## src/rtl/monitor_rr_if.sv

```systemverilog
// Transaction bundle between a stimulus source (master) and the monitor_rr scoreboard (slave).
interface monitor_rr_if #(
    parameter int WIDTH = 32,
    parameter int CNT_W = 16
);
    logic             i_valid;
    logic [WIDTH-1:0] i_dut_ia;
    logic [WIDTH-1:0] i_dut_ib;
    logic [WIDTH-1:0] i_dut_os;
    logic             i_clear;
    logic             o_ready;
    logic             o_drop;
    logic             o_event;
    logic [CNT_W-1:0] o_err_cnt;
    logic [CNT_W-1:0] o_txn_cnt;
    logic             o_first_vld;
    logic [WIDTH-1:0] o_first_a;
    logic [WIDTH-1:0] o_first_b;
    logic [WIDTH-1:0] o_first_os;

    modport master (
        output i_valid, i_dut_ia, i_dut_ib, i_dut_os, i_clear,
        input  o_ready, o_drop, o_event, o_err_cnt, o_txn_cnt,
               o_first_vld, o_first_a, o_first_b, o_first_os
    );

    modport slave (
        input  i_valid, i_dut_ia, i_dut_ib, i_dut_os, i_clear,
        output o_ready, o_drop, o_event, o_err_cnt, o_txn_cnt,
               o_first_vld, o_first_a, o_first_b, o_first_os
    );
endinterface

```

## src/rtl/monitor_rr.sv

```systemverilog
// Round-robin reference scoreboard: lanes recompute a DUT op over LANE_LAT cycles and flag mismatches.
// Define MONITOR_FIRST_CAPTURE_EN to keep a snapshot of the first failing transaction.
module monitor_rr #(
    parameter int WIDTH       = 32,
    parameter int NUM_SUB_MON = 4,
    parameter int LANE_LAT    = 4,
    parameter int OP          = 0,
    parameter int CNT_W       = 16
) (
    input logic         clk,
    input logic         reset,
    monitor_rr_if.slave bus
);
    localparam int PTR_W = (NUM_SUB_MON > 1) ? $clog2(NUM_SUB_MON) : 1;
    localparam int LAT_W = (LANE_LAT > 1) ? $clog2(LANE_LAT) : 1;
    localparam logic [PTR_W-1:0] PTR_LAST = PTR_W'(NUM_SUB_MON - 1);
    localparam logic [LAT_W-1:0] LAT_LOAD = LAT_W'(LANE_LAT - 1);
    localparam logic [CNT_W-1:0] CNT_MAX  = '1;

    logic [PTR_W-1:0]       ptr;
    logic [NUM_SUB_MON-1:0] busy;
    logic [NUM_SUB_MON-1:0] done;
    logic [LAT_W-1:0]       cnt     [NUM_SUB_MON];
    logic [WIDTH-1:0]       lane_a  [NUM_SUB_MON];
    logic [WIDTH-1:0]       lane_b  [NUM_SUB_MON];
    logic [WIDTH-1:0]       lane_os [NUM_SUB_MON];

    logic             ready;
    logic             accept;
    logic             cmp_hit;
    logic [WIDTH-1:0] cmp_a;
    logic [WIDTH-1:0] cmp_b;
    logic [WIDTH-1:0] cmp_os;
    logic             mismatch;

    logic             drop_q;
    logic             event_q;
    logic [CNT_W-1:0] err_q;
    logic [CNT_W-1:0] txn_q;

    function automatic logic [WIDTH-1:0] ref_result(input logic [WIDTH-1:0] a,
                                                    input logic [WIDTH-1:0] b);
        case (OP)
            1:       return a - b;
            2:       return a * b;
            3:       return a ^ b;
            default: return a + b;
        endcase
    endfunction

    always_comb begin
        for (int i = 0; i < NUM_SUB_MON; i++) begin
            done[i] = busy[i] && (cnt[i] == '0);
        end
    end

    assign ready       = !busy[ptr] || done[ptr];
    assign accept      = bus.i_valid && ready;
    assign bus.o_ready = ready;

    // Accepts are serial and latency is fixed, so at most one lane is done per cycle.
    // NOTE: every signal gets a default before the loop so no path can infer a latch.
    always_comb begin
        cmp_hit = 1'b0;
        cmp_a   = '0;
        cmp_b   = '0;
        cmp_os  = '0;
        for (int i = 0; i < NUM_SUB_MON; i++) begin
            if (done[i]) begin
                cmp_hit = 1'b1;
                cmp_a   = lane_a[i];
                cmp_b   = lane_b[i];
                cmp_os  = lane_os[i];
            end
        end
    end

    assign mismatch = cmp_hit && (ref_result(cmp_a, cmp_b) != cmp_os);

    // NOTE: sequential state uses non-blocking assignments so every register sees pre-edge values.
    always_ff @(posedge clk or negedge reset) begin
        if (!reset) begin
            ptr  <= '0;
            busy <= '0;
            for (int i = 0; i < NUM_SUB_MON; i++) begin
                cnt[i] <= '0;
            end
        end else begin
            if (accept) begin
                ptr <= (ptr == PTR_LAST) ? '0 : ptr + 1'b1;
            end
            for (int i = 0; i < NUM_SUB_MON; i++) begin
                if (accept && (ptr == PTR_W'(i))) begin
                    busy[i] <= 1'b1;
                    cnt[i]  <= LAT_LOAD;
                end else if (done[i]) begin
                    busy[i] <= 1'b0;
                end else if (busy[i]) begin
                    cnt[i] <= cnt[i] - 1'b1;
                end
            end
        end
    end

    // NOTE: lane payload has no reset; busy gates every read, so stale contents are never compared.
    always_ff @(posedge clk) begin
        for (int i = 0; i < NUM_SUB_MON; i++) begin
            if (accept && (ptr == PTR_W'(i))) begin
                lane_a[i]  <= bus.i_dut_ia;
                lane_b[i]  <= bus.i_dut_ib;
                lane_os[i] <= bus.i_dut_os;
            end
        end
    end

    // A clear on a compare edge zeroes the count and then counts that compare.
    always_ff @(posedge clk or negedge reset) begin
        if (!reset) begin
            drop_q  <= 1'b0;
            event_q <= 1'b0;
            err_q   <= '0;
            txn_q   <= '0;
        end else begin
            drop_q  <= bus.i_valid && !ready;
            event_q <= mismatch;
            if (bus.i_clear) begin
                txn_q <= CNT_W'(cmp_hit);
                err_q <= CNT_W'(mismatch);
            end else begin
                if (cmp_hit && (txn_q != CNT_MAX)) txn_q <= txn_q + 1'b1;
                if (mismatch && (err_q != CNT_MAX)) err_q <= err_q + 1'b1;
            end
        end
    end

    assign bus.o_drop    = drop_q;
    assign bus.o_event   = event_q;
    assign bus.o_err_cnt = err_q;
    assign bus.o_txn_cnt = txn_q;

`ifdef MONITOR_FIRST_CAPTURE_EN
    logic             first_vld_q;
    logic [WIDTH-1:0] first_a_q;
    logic [WIDTH-1:0] first_b_q;
    logic [WIDTH-1:0] first_os_q;

    // Clear re-arms the capture, so a mismatch on the clear edge becomes the new snapshot.
    always_ff @(posedge clk or negedge reset) begin
        if (!reset) begin
            first_vld_q <= 1'b0;
            first_a_q   <= '0;
            first_b_q   <= '0;
            first_os_q  <= '0;
        end else if (mismatch && (bus.i_clear || !first_vld_q)) begin
            first_vld_q <= 1'b1;
            first_a_q   <= cmp_a;
            first_b_q   <= cmp_b;
            first_os_q  <= cmp_os;
        end else if (bus.i_clear) begin
            first_vld_q <= 1'b0;
        end
    end

    assign bus.o_first_vld = first_vld_q;
    assign bus.o_first_a   = first_a_q;
    assign bus.o_first_b   = first_b_q;
    assign bus.o_first_os  = first_os_q;
`else
    assign bus.o_first_vld = 1'b0;
    assign bus.o_first_a   = '0;
    assign bus.o_first_b   = '0;
    assign bus.o_first_os  = '0;
`endif
endmodule

```

## src/flat_wrapper.sv

```systemverilog
// flat-port wrapper written by rule: the top's interface ports become plain ports
module monitor_rr_flat 
#(
    parameter int WIDTH       = 32,
    parameter int NUM_SUB_MON = 4,
    parameter int LANE_LAT    = 4,
    parameter int OP          = 0,
    parameter int CNT_W       = 16
)
  (clk, reset, bus_i_valid, bus_i_dut_ia, bus_i_dut_ib, bus_i_dut_os, bus_i_clear, bus_o_ready, bus_o_drop, bus_o_event, bus_o_err_cnt, bus_o_txn_cnt, bus_o_first_vld, bus_o_first_a, bus_o_first_b, bus_o_first_os);
  monitor_rr_if #(.WIDTH(WIDTH), .CNT_W(CNT_W)) bus_i ();
  input logic clk;
  input logic reset;
  input wire logic [$bits(bus_i.i_valid)-1:0] bus_i_valid;
  input wire logic [$bits(bus_i.i_dut_ia)-1:0] bus_i_dut_ia;
  input wire logic [$bits(bus_i.i_dut_ib)-1:0] bus_i_dut_ib;
  input wire logic [$bits(bus_i.i_dut_os)-1:0] bus_i_dut_os;
  input wire logic [$bits(bus_i.i_clear)-1:0] bus_i_clear;
  output wire logic [$bits(bus_i.o_ready)-1:0] bus_o_ready;
  output wire logic [$bits(bus_i.o_drop)-1:0] bus_o_drop;
  output wire logic [$bits(bus_i.o_event)-1:0] bus_o_event;
  output wire logic [$bits(bus_i.o_err_cnt)-1:0] bus_o_err_cnt;
  output wire logic [$bits(bus_i.o_txn_cnt)-1:0] bus_o_txn_cnt;
  output wire logic [$bits(bus_i.o_first_vld)-1:0] bus_o_first_vld;
  output wire logic [$bits(bus_i.o_first_a)-1:0] bus_o_first_a;
  output wire logic [$bits(bus_i.o_first_b)-1:0] bus_o_first_b;
  output wire logic [$bits(bus_i.o_first_os)-1:0] bus_o_first_os;
  assign bus_i.i_valid = bus_i_valid;
  assign bus_i.i_dut_ia = bus_i_dut_ia;
  assign bus_i.i_dut_ib = bus_i_dut_ib;
  assign bus_i.i_dut_os = bus_i_dut_os;
  assign bus_i.i_clear = bus_i_clear;
  assign bus_o_ready = bus_i.o_ready;
  assign bus_o_drop = bus_i.o_drop;
  assign bus_o_event = bus_i.o_event;
  assign bus_o_err_cnt = bus_i.o_err_cnt;
  assign bus_o_txn_cnt = bus_i.o_txn_cnt;
  assign bus_o_first_vld = bus_i.o_first_vld;
  assign bus_o_first_a = bus_i.o_first_a;
  assign bus_o_first_b = bus_i.o_first_b;
  assign bus_o_first_os = bus_i.o_first_os;
  monitor_rr #(.WIDTH(WIDTH), .NUM_SUB_MON(NUM_SUB_MON), .LANE_LAT(LANE_LAT), .OP(OP), .CNT_W(CNT_W)) u_core (.clk(clk), .reset(reset), .bus(bus_i));
endmodule
```

## config.mk

```make
export PLATFORM = sky130hd
export DESIGN_NAME = monitor_rr_flat
export DESIGN_NICKNAME = d
export VERILOG_FILES = /design/src/rtl/monitor_rr_if.sv /design/src/rtl/monitor_rr.sv /design/src/flat_wrapper.sv
export SDC_FILE = /design/constraint.sdc
export NUM_CORES = 1
export LEC_CHECK = 0
export CAP_MARGIN = 20
export CORE_MARGIN = 4
export CORE_UTILIZATION = 30
export CTS_BUF_LIST = sky130_fd_sc_hd__clkbuf_16
export DETAILED_ROUTE_END_ITERATION = 10
export SYNTH_ARGS = -nofsm -noshare
export SYNTH_HDL_FRONTEND = slang
export SYNTH_SLANG_ARGS = --single-unit
```

## constraint.sdc

```tcl
create_clock -name clk -period 6.62 [get_ports clk]
set_input_delay 1.324 -clock clk [delete_from_list [all_inputs] [get_ports clk]]
set_output_delay 1.324 -clock clk [all_outputs]
set_load 0.005 [all_outputs]
```

==> results of run 1 <==
[registers in the layout (all words and copies together), names as in the netlist, 2 cells and up]
name	count
u_core.busy	4
u_core.bus.o_err_cnt	16
u_core.ptr	2
u_core.lane_a	128
u_core.lane_b	128
u_core.lane_os	128
u_core.bus.o_txn_cnt	16
u_core.cnt	8
[worst min path at each step]
stage	from	end	slack, ns	cells past startpoint
2_1_floorplan	u_core.cnt[1]$_DFFE_PN0P_	u_core.cnt[1]$_DFFE_PN0P_	0.47	2
3_3_place_gp	u_core.cnt[3]$_DFFE_PN0P_	u_core.cnt[3]$_DFFE_PN0P_	0.48	2
3_5_place_dp	u_core.cnt[5]$_DFFE_PN0P_	u_core.cnt[5]$_DFFE_PN0P_	0.49	2
4_1_cts	u_core.cnt[5]$_DFFE_PN0P_	u_core.cnt[5]$_DFFE_PN0P_	0.51	2
5_1_grt	u_core.cnt[7]$_DFFE_PN0P_	u_core.cnt[7]$_DFFE_PN0P_	0.54	2
6_report	u_core.cnt[5]$_DFFE_PN0P_	u_core.cnt[5]$_DFFE_PN0P_	0.51	2
[power breakdown]
group          switching [W]  internal [W]  leakage, nW
Clock                0.00108       0.00155        0.788
Combinational        0.00229       0.00134         3.25
Sequential          0.000149       0.00358         4.14
Total                0.00352       0.00648         8.19
[layer usage]
layer  global-route usage  part of all wire  up-vias
met5                    0            0.0012        -
met4              0.04069             0.023       10
met3              0.02868             0.062       83
met2               0.2454              0.49      426
met1               0.1851              0.42     6276
li1                     -                 -     5934
[kinds of logic after synthesis]
family | after synthesis | synth area share
AOI/OAI and AO/OA | 401 | 0.1375
xor gates and xnor gates | 64 | 0.03084
adders and majority gates | 42 | 0.02692
buffers and inverters | 197 | 0.05991
DFF | 432 | 0.6431
muxes | 10 | 0.006762
other | 1 | 0.0001894
and+or+nand+nor | 378 | 0.09474
[Yosys cell counts, types with 7 or more instances]
cell type	count
a211oi_1	11
a21oi_1	53
a221o_1	65
a221oi_1	8
a311oi_1	7
and2_1	9
and3_1	28
buf_2	14
buf_4	104
clkbuf_1	43
dfrtp_1	48
edfxtp_1	384
ha_1	41
inv_1	25
nand2_1	133
nand2b_1	9
nand3_1	32
nand4_1	19
nor2_1	63
nor2b_1	12
nor3_1	28
o211ai_1	7
o21ai_0	169
or3_1	10
xnor2_1	36
xor2_1	24
[stage by stage]
| stage | hold slack (ns) | power (W) |
|---|---|---|
| 2_1_floorplan | 0.4667 | 0.006304 |
| 3_3_place_gp | 0.4783 | 0.007417 |
| 3_5_place_dp | 0.4945 | 0.007454 |
| 4_1_cts | 0.5070 | 0.01012 |
| 5_1_grt | 0.5384 | 0.01058 |
| 6_report | 0.5053 | 0.009998 |
[layout make-up]
type	count	area, µm²	share of cell area
repair buffers	171	1652	0.07066
inverters	25	108.9	0.004657
flip-flops and latches	432	12730	0.5447
diodes	1	2.502	0.0001071
clock inverters	40	360.3	0.01542
multi-input cells	992	6247	0.2673
clock buffers	48	1201	0.05139
well taps	855	1070	0.04577
[critical path, stage by stage, from the launching register on]
cell and delay [ns]:
dfrtp_1 0.33, inv_1 0.06, ha_1 0.38, nand2_2 0.15, and2_2 0.49, buf_12 0.28, a221o_1 0.18, o21ai_0 0.07
o21ai_0 0.28, inv_1 0.10, fa_1 0.42, nor2b_2 0.17, o2111ai_2 0.17, a211oi_1 0.37, o211ai_2 0.18, a211oi_1 0.37
o221ai_1 0.17, or4_4 0.44, nor4_4 0.32, buf_12 0.21, nor3b_1 0.08, mux2_4 0.31
==> impl_metrics.toml, run 1 <==
[clocking]
clock_path_buffers = 3
cts_resized = 0
cts_buffers = 47
cts_root_buffer = "clkbuf_16"
cts_tree = "yes"
htreeDepth = 2
insertion_delay_ns = 0.59
clkTransAtPathRegs_ns = 0.06
clkSinkCount = 432
post-cts-setup-buffers = 0
cts_hold_buf = 0

[logic_synthesis]
syn_inst = 1525
ys_warn_count = 0
netlist_area_mm2 = 0.01980
postSynthAreaPerCell_um2 = 12.98
synth_top_area_frac = 0.5824
ys_types = 86
seq_area_frac_synth = 0.6431
async_flop_share = 0.1111
synth_seq_cells = 432
synth-main-ff-cell = "edfxtp_1"
yosys-top-cells-area = "edfxtp_1, dfrtp_1, o21ai_0, buf_4, a221o_1"
synth_edf_count = 384
yosysTopAreaCell = "edfxtp_1"

[final_layout]
layout.cells.most_common = "edfxtp_1"
area_growth_pct = 18.06
fill_cells = 6279
drive_gt1_frac = 0.08314
fin_cells = 2564
mostFrequentLayoutCells = "edfxtp_1, o21ai_0, clkdlybuf4s50_1"
post-route-util = 0.3600
layout.nets = 1811
final_area_mm2 = 0.02337

[critical_path]
cp-start-kind = "flip-flop"
required_ns = 7.09
worstSetupPathType = "flip-flop to flip-flop"
endpoint_kind = "flip-flop"
worstRegToRegCells = 21
arrival_ns = 6.18
regToRegEndpoint = "u_core.bus.o_err_cnt[4]$_DFFE_PN0P_"
crit_path_end = "u_core.bus.o_err_cnt[4]$_DFFE_PN0P_"
cp_max_fo = 36
crit_start = "u_core.cnt[4]$_DFFE_PN0P_"
timing.rr.start = "u_core.cnt[4]$_DFFE_PN0P_"
r2r_setup_slack_ns = 0.91

[placement]
placed_cells = 2475
dpl_cell_area_mm2 = 0.02181
place_ws_ns = 0.8888
gp_congestion = 0.8329
hpwlAfterDp_mm = 34.51
portBuffers = 134

[timing]
setup_violations = 0
skew_ns = 0.03402
fin_ws_ns = 0.9059
finalHoldViolCount = 0
worst_pin_slew_ns = 0.8531
setup_tns_ns = 0
max_slew_margin = 0.4292
rsz0062_at_grt = "false"
clock.fmax_mhz = 175.0
drv_slew = 0
fin_crit_ns = 5.714
finalCritPeriodShare = 0.8632

[drt]
wl_per_cell_um = 20.37
viasPerCell = 4.965
vias = 12730
drt-total-wl_mm = 52.24
drcViolationCount = 0
antenna_left = 0
dr.pass1.iters = 5
drt_iter0_markers = 871

[global_route]
first_global_vias = 12430
track_usage = 0.1433
grt_max_degree = 80
grt_pass1_wl_mm = 78.05
gr-total-overflow = 0
antenna_found_initial = 6

[floorplanning]
io_pins = 232
rows = 93
die_h_um = 264.9
design.core.area_mm2 = 0.06493
start_util = 0.3049
die_w_um = 264.9
dieArea_mm2 = 0.07017

[power]
peakVddDrop_uv = 312.7
p_leak_nw = 8.185
p_per_area_mw_per_mm2 = 427.8

[outcome]
outcome = "complete, no violations"

[run]
max-cap-violations = 0

[hold_path]
hp-class = "flip-flop to flip-flop"
(Power assumes the default switching activity.)
==> run 2: changes to the inputs <==
Clock period 6.62 ns to 6.56 ns, I/O delays scaled along.
==> impl_metrics.toml, run 2 (synthesis results as in run 1) <==
[outcome]
outcome = "complete, no violations"

[critical_path]
worstSetupPathType = "flip-flop to flip-flop"
required_ns = 7.08
endpoint_kind = "flip-flop"
crit_chain = "inv_1 -> ha_1 -> nand2_2 -> and2_2 -> buf_4 -> a221o_1 -> o21ai_0 -> o21ai_0 -> ha_1 -> nand4_2 -> o221a_2 -> o22a_1 -> a31oi_1 -> o21ai_0 -> and3_1 -> o2111ai_1 -> nor4_4 -> buf_4 -> or4b_2 -> a21oi_1"
regToRegEndpoint = "u_core.bus.o_err_cnt[13]$_DFFE_PN0P_"
r2r_setup_slack_ns = 0.53
path_buf_inv = 3
critPathMostFrequentCell = "o21ai_0"
critPathMaxStageDelay_ns = 0.65
arrival_ns = 6.55
worstRegToRegCells = 20
cpMaxStageDelayCell = "or4b_2"
timing.rr.start = "u_core.cnt[4]$_DFFE_PN0P_"
cp-start-kind = "flip-flop"
worst_path_dominant_cell_family = "compound AO/OA/AOI/OAI gates"
cp_max_fo = 29

[final_layout]
layout.cells.most_common = "edfxtp_1"
mostFrequentLayoutCells = "edfxtp_1, o21ai_0, clkdlybuf4s50_1"
drive_gt1_frac = 0.08338
fill_cells = 6237
fin_cells = 2561
multi_input_area_mm2 = 0.006247
largestRegisters = "u_core.lane_a (128), u_core.lane_b (128), u_core.lane_os (128)"
area_growth_pct = 17.74
layout.nets = 1809
seq_area_mm2 = 0.01273

[clocking]
cts_hold_buf = 0
htreeDepth = 2
insertion_delay_ns = 0.60
cts_tree = "yes"
cts_root_buffer = "clkbuf_16"
clkTransAtPathRegs_ns = 0.06
cts_buffers = 48
cts_resized = 0
clkSinkCount = 432
post-cts-setup-buffers = 0
clock_path_buffers = 3

[drt]
viasPerCell = 5.038
antenna_left = 0
vias = 12900
wl_per_cell_um = 20.36
dr.pass1.iters = 5
drcViolationCount = 0
drt-total-wl_mm = 52.14
drt_iter0_markers = 880

[floorplanning]
start_util = 0.3049
die_h_um = 264.9
dieArea_mm2 = 0.07017
design.core.area_mm2 = 0.06493
io_pins = 232
rows = 93
die_w_um = 264.9

[timing]
finalHoldViolCount = 0
max_slew_margin = 0.2894
skew_ns = 0.02172
finalCritPeriodShare = 0.9192
setup_tns_ns = 0
fin_crit_ns = 6.030
worst_pin_slew_ns = 1.066
drv_slew = 0
clock.fmax_mhz = 165.8
rsz0062_at_grt = "false"
setup_violations = 0

[hold_path]
hold_depth = 2
hp-class = "flip-flop to flip-flop"
hold_start = "u_core.cnt[1]$_DFFE_PN0P_"
min_to = "u_core.cnt[1]$_DFFE_PN0P_"

[placement]
hpwlAfterDp_mm = 34.35
gp_congestion = 0.8582
portBuffers = 134
placed_cells = 2472

[power]
p_switching_w = 0.003559
p_seq_frac = 0.377
peakVddDrop_uv = 200.0
p_sw_frac = 0.3559
power_frac_clock = 0.256
p_per_area_mw_per_mm2 = 429.0
p_int_w = 0.006441
comb_power_share = 0.367
p_leak_nw = 8.141

[global_route]
track_usage = 0.1425
grt_pass1_wl_mm = 77.69
first_global_vias = 12420
antenna_found_initial = 6
gr-total-overflow = 0
grt_max_degree = 97

[run]
max-cap-violations = 0
-- run 2: tightest hold or removal path: stages, from the launching register on --
cell	delay [ns]
dfrtp_1	0.34
nand2_1	0.05
o211ai_1	0.07
-- run 2: power groups by stage --
stage | sequential, W | clock (W) | combinational, W
after CTS | 0.00377 | 0.00262 | 0.00371
after global routing | 0.00381 | 0.00273 | 0.00403
after global placement | 0.00380 | 0 | 0.00367
after detailed placement | 0.00382 | 0 | 0.00369
after floorplan | 0.00381 | 0 | 0.00255
final | 0.00377 | 0.00256 | 0.00367
-- run 2: worst max-delay path by stage --
stage / startpoint / slack [ns] / endpoint / cells past startpoint
3_5_place_dp: u_core.cnt[4]$_DFFE_PN0P_ / 0.56 / u_core.bus.o_err_cnt[5]$_DFFE_PN0P_ / 20
4_1_cts: u_core.cnt[4]$_DFFE_PN0P_ / 0.53 / u_core.bus.o_err_cnt[5]$_DFFE_PN0P_ / 20
5_1_grt: u_core.cnt[4]$_DFFE_PN0P_ / 0.16 / u_core.bus.o_err_cnt[5]$_DFFE_PN0P_ / 20
3_3_place_gp: u_core.cnt[4]$_DFFE_PN0P_ / 0.65 / u_core.bus.o_err_cnt[5]$_DFFE_PN0P_ / 20
6_report: u_core.cnt[4]$_DFFE_PN0P_ / 0.53 / u_core.bus.o_err_cnt[13]$_DFFE_PN0P_ / 20
2_1_floorplan: u_core.cnt[4]$_DFFE_PN0P_ / 1.07 / u_core.bus.o_err_cnt[5]$_DFFE_PN0P_ / 25
-- run 2: metal layers --
layer  GRT usage  vias up  share of wire
met5           0        -        0.00048
met4     0.03841        4          0.023
met3     0.02701       70          0.059
met2      0.2424      424           0.49
met1      0.1873     6457           0.43
li1            -     5947              -
-- run 2: stage by stage --
step	utilization	hold slack (ns)	worst slack (ns)	total power (W)	cell area (µm²)
final	0.3590	0.4944	0.5302	0.01000	23310
after CTS	0.3589	0.5004	0.5306	0.01010	23300
after global routing	0.3589	0.5182	0.1635	0.01057	23300
after detailed placement	0.3357	0.4866	0.5608	0.007513	21800
after floorplan	-	0.4667	1.071	0.006362	20160
after global placement	0.3357	0.4786	0.6512	0.007476	21800
-- run 2: final cells by class --
cell class | instances | area share
clock inverter | 38 | 0.01294
tap | 855 | 0.04589
multi-input combinational | 992 | 0.2680
antenna | 3 | 0.0003221
timing repair buffer | 168 | 0.07042
clock buffer | 48 | 0.05153
sequential | 432 | 0.5462
inverter | 25 | 0.004670
==> run 3: changes to the inputs <==
Settings changed: CTS_CLUSTER_DIAMETER set to 30, GPL_TIMING_DRIVEN set to 0.
==> impl_metrics.toml, run 3 (synthesis results as in run 1) <==
[final_layout]
fill_cells = 6069
seq_area_mm2 = 0.01273
multi_input_area_mm2 = 0.006245
mostFrequentLayoutCells = "edfxtp_1, o21ai_0, nand2_1, clkdlybuf4s50_1, buf_4"
layout.nets = 1995
layout.cells.most_common = "edfxtp_1"
area_growth_pct = 29.80
largestRegisters = "u_core.lane_a (128), u_core.lane_b (128), u_core.lane_os (128)"
drive_gt1_frac = 0.1638

[timing]
setup_violations = 0
rsz0062_at_grt = "false"
clock.fmax_mhz = 161.8
fin_crit_ns = 6.181
max_slew_margin = 0.3828
skew_ns = 0.02357
setup_tns_ns = 0
fin_ws_ns = 0.3792
drv_slew = 0
whs_ns = 0.4918
finalHoldViolCount = 0
finalCritPeriodShare = 0.9422
worst_pin_slew_ns = 0.9188

[global_route]
top_usage_layer = "met2"
met1_usage = 0.1840
gr-total-overflow = 0
grt_pass1_wl_mm = 80.31
first_global_vias = 13260
met3_usage = 0.04381
grt_max_degree = 57
antenna_found_initial = 12
use_met2 = 0.2458
track_usage = 0.1476

[power]
p_per_area_mw_per_mm2 = 459.2
p_leak_nw = 9.538
peakVddDrop_uv = 260.1
total_power_w = 0.01180

[drt]
viasPerCell = 4.879
antenna_left = 0
dr.pass1.iters = 5
drt_iter0_markers = 902
vias = 13610
wl_per_cell_um = 19.37
drt-total-wl_mm = 54.02
drcViolationCount = 0

[floorplanning]
die_h_um = 264.9
dieArea_mm2 = 0.07017
die_w_um = 264.9
io_pins = 232
design.core.area_mm2 = 0.06493
start_util = 0.3049
rows = 93

[clocking]
cts_root_buffer = "clkbuf_16"
clkSinkCount = 432
cts_hold_buf = 0
clkTransAtPathRegs_ns = 0.04
clock_path_buffers = 3
htreeDepth = 3
cts_tree = "yes"
insertion_delay_ns = 0.63
cts_buffers = 94

[critical_path]
cpMaxStageDelayCell = "or4_1"
cp-start-kind = "flip-flop"
worstSetupPathType = "flip-flop to flip-flop"
endpoint_kind = "flip-flop"
cp_max_fo = 19
required_ns = 7.05
arrival_ns = 6.67
crit_chain = "inv_1 -> ha_1 -> and2_1 -> buf_2 -> buf_2 -> clkbuf_4 -> clkbuf_1 -> nand2_1 -> o21ai_0 -> ha_1 -> a21oi_1 -> o21a_1 -> o221ai_1 -> nor2_1 -> o21ai_0 -> xnor2_1 -> or4_1 -> nor4_4 -> buf_4 -> buf_6 -> nor3_1 -> mux2_4"
critPathMaxStageDelay_ns = 0.57

[placement]
hpwlAfterDp_mm = 36.45
portBuffers = 134
place_ws_ns = -0.9592
gp_congestion = 0.8520

[run]
max-cap-violations = 0

[hold_path]
hp-class = "flip-flop to flip-flop"

[outcome]
outcome = "complete, no violations"
-- run 3: cell count changes in the layout (fill, tap and decap cells not counted), moves of 5 or more --
cell and change:
buf_4 +76, clkbuf_16 +49, clkbuf_1 +32, clkinv_2 +16
inv_1 +16, buf_2 +13, clkbuf_2 +9, buf_6 +5
-- run 3: report_power, final --
| group | internal [W] | switching (W) | total (W) |
|---|---|---|---|
| logic | 0.00142 | 0.00235 | 0.00377 |
| clock network | 0.00281 | 0.00146 | 0.00426 |
| registers | 0.00362 | 0.000141 | 0.00376 |
-- run 3: worst max-delay path: cells and delay by family, from the launching register on --
kind	cells	cell delay [ns]
adders and majority gates	2	0.57
AOI/OAI and AO/OA	5	1.01
muxes	1	0.31
xor gates and xnor gates	1	0.15
buffers and inverters	7	1.93
DFF	1	0.35
and+or+nand+nor	6	1.70
-- run 3: layout make-up --
type / instances / area share
clock inverters: 75 / 0.02045
multi-input cells: 992 / 0.2430
clock buffers: 97 / 0.09446
repair buffers: 142 / 0.05794
diodes: 5 / 0.0004869
inverters: 25 / 0.004431
flip-flops and latches: 432 / 0.4955
plain buffers: 166 / 0.04212
well taps: 855 / 0.04163
-- run 3: timing repair --
action / CTS / global route
endpoints found under the setup margin: 17 / 17
setup buffers: 3 / 0
pin swaps: 1 / 0
gates cloned: 0 / 0
resized for setup: 4 / 11
-- run 3: per-stage QoR --
stage	utilization	cell area, µm²	cells
global route	0.3957	25690	2787
floorplan	-	20160	1621
detailed placement	0.3498	22710	2615
finish	0.3958	25700	2789
global placement	0.3476	22570	2610
CTS	0.3955	25680	2786
-- run 3: final timing paths --
path                                      startpoint                                  end  slack (ns)  cells past startpoint
min                        u_core.cnt[1]$_DFFE_PN0P_            u_core.cnt[1]$_DFFE_PN0P_        0.49                      2
max                        u_core.cnt[0]$_DFFE_PN0P_  u_core.bus.o_err_cnt[5]$_DFFE_PN0P_        0.38                     22
max reg2reg                u_core.cnt[0]$_DFFE_PN0P_  u_core.bus.o_err_cnt[5]$_DFFE_PN0P_        0.38                     22
min reg2reg                u_core.cnt[1]$_DFFE_PN0P_            u_core.cnt[1]$_DFFE_PN0P_        0.49                      2
max in group asynchronous                      reset  u_core.bus.o_err_cnt[9]$_DFFE_PN0P_        5.35                      2
min in group asynchronous                      reset            u_core.cnt[7]$_DFFE_PN0P_        0.67                      1
-- run 3: layer usage --
layer | part of all wire | up-vias
met4 | 0.025 | 14
met5 | 0.0013 | -
met1 | 0.40 | 6569
met3 | 0.083 | 116
met2 | 0.49 | 556
li1 | - | 6353
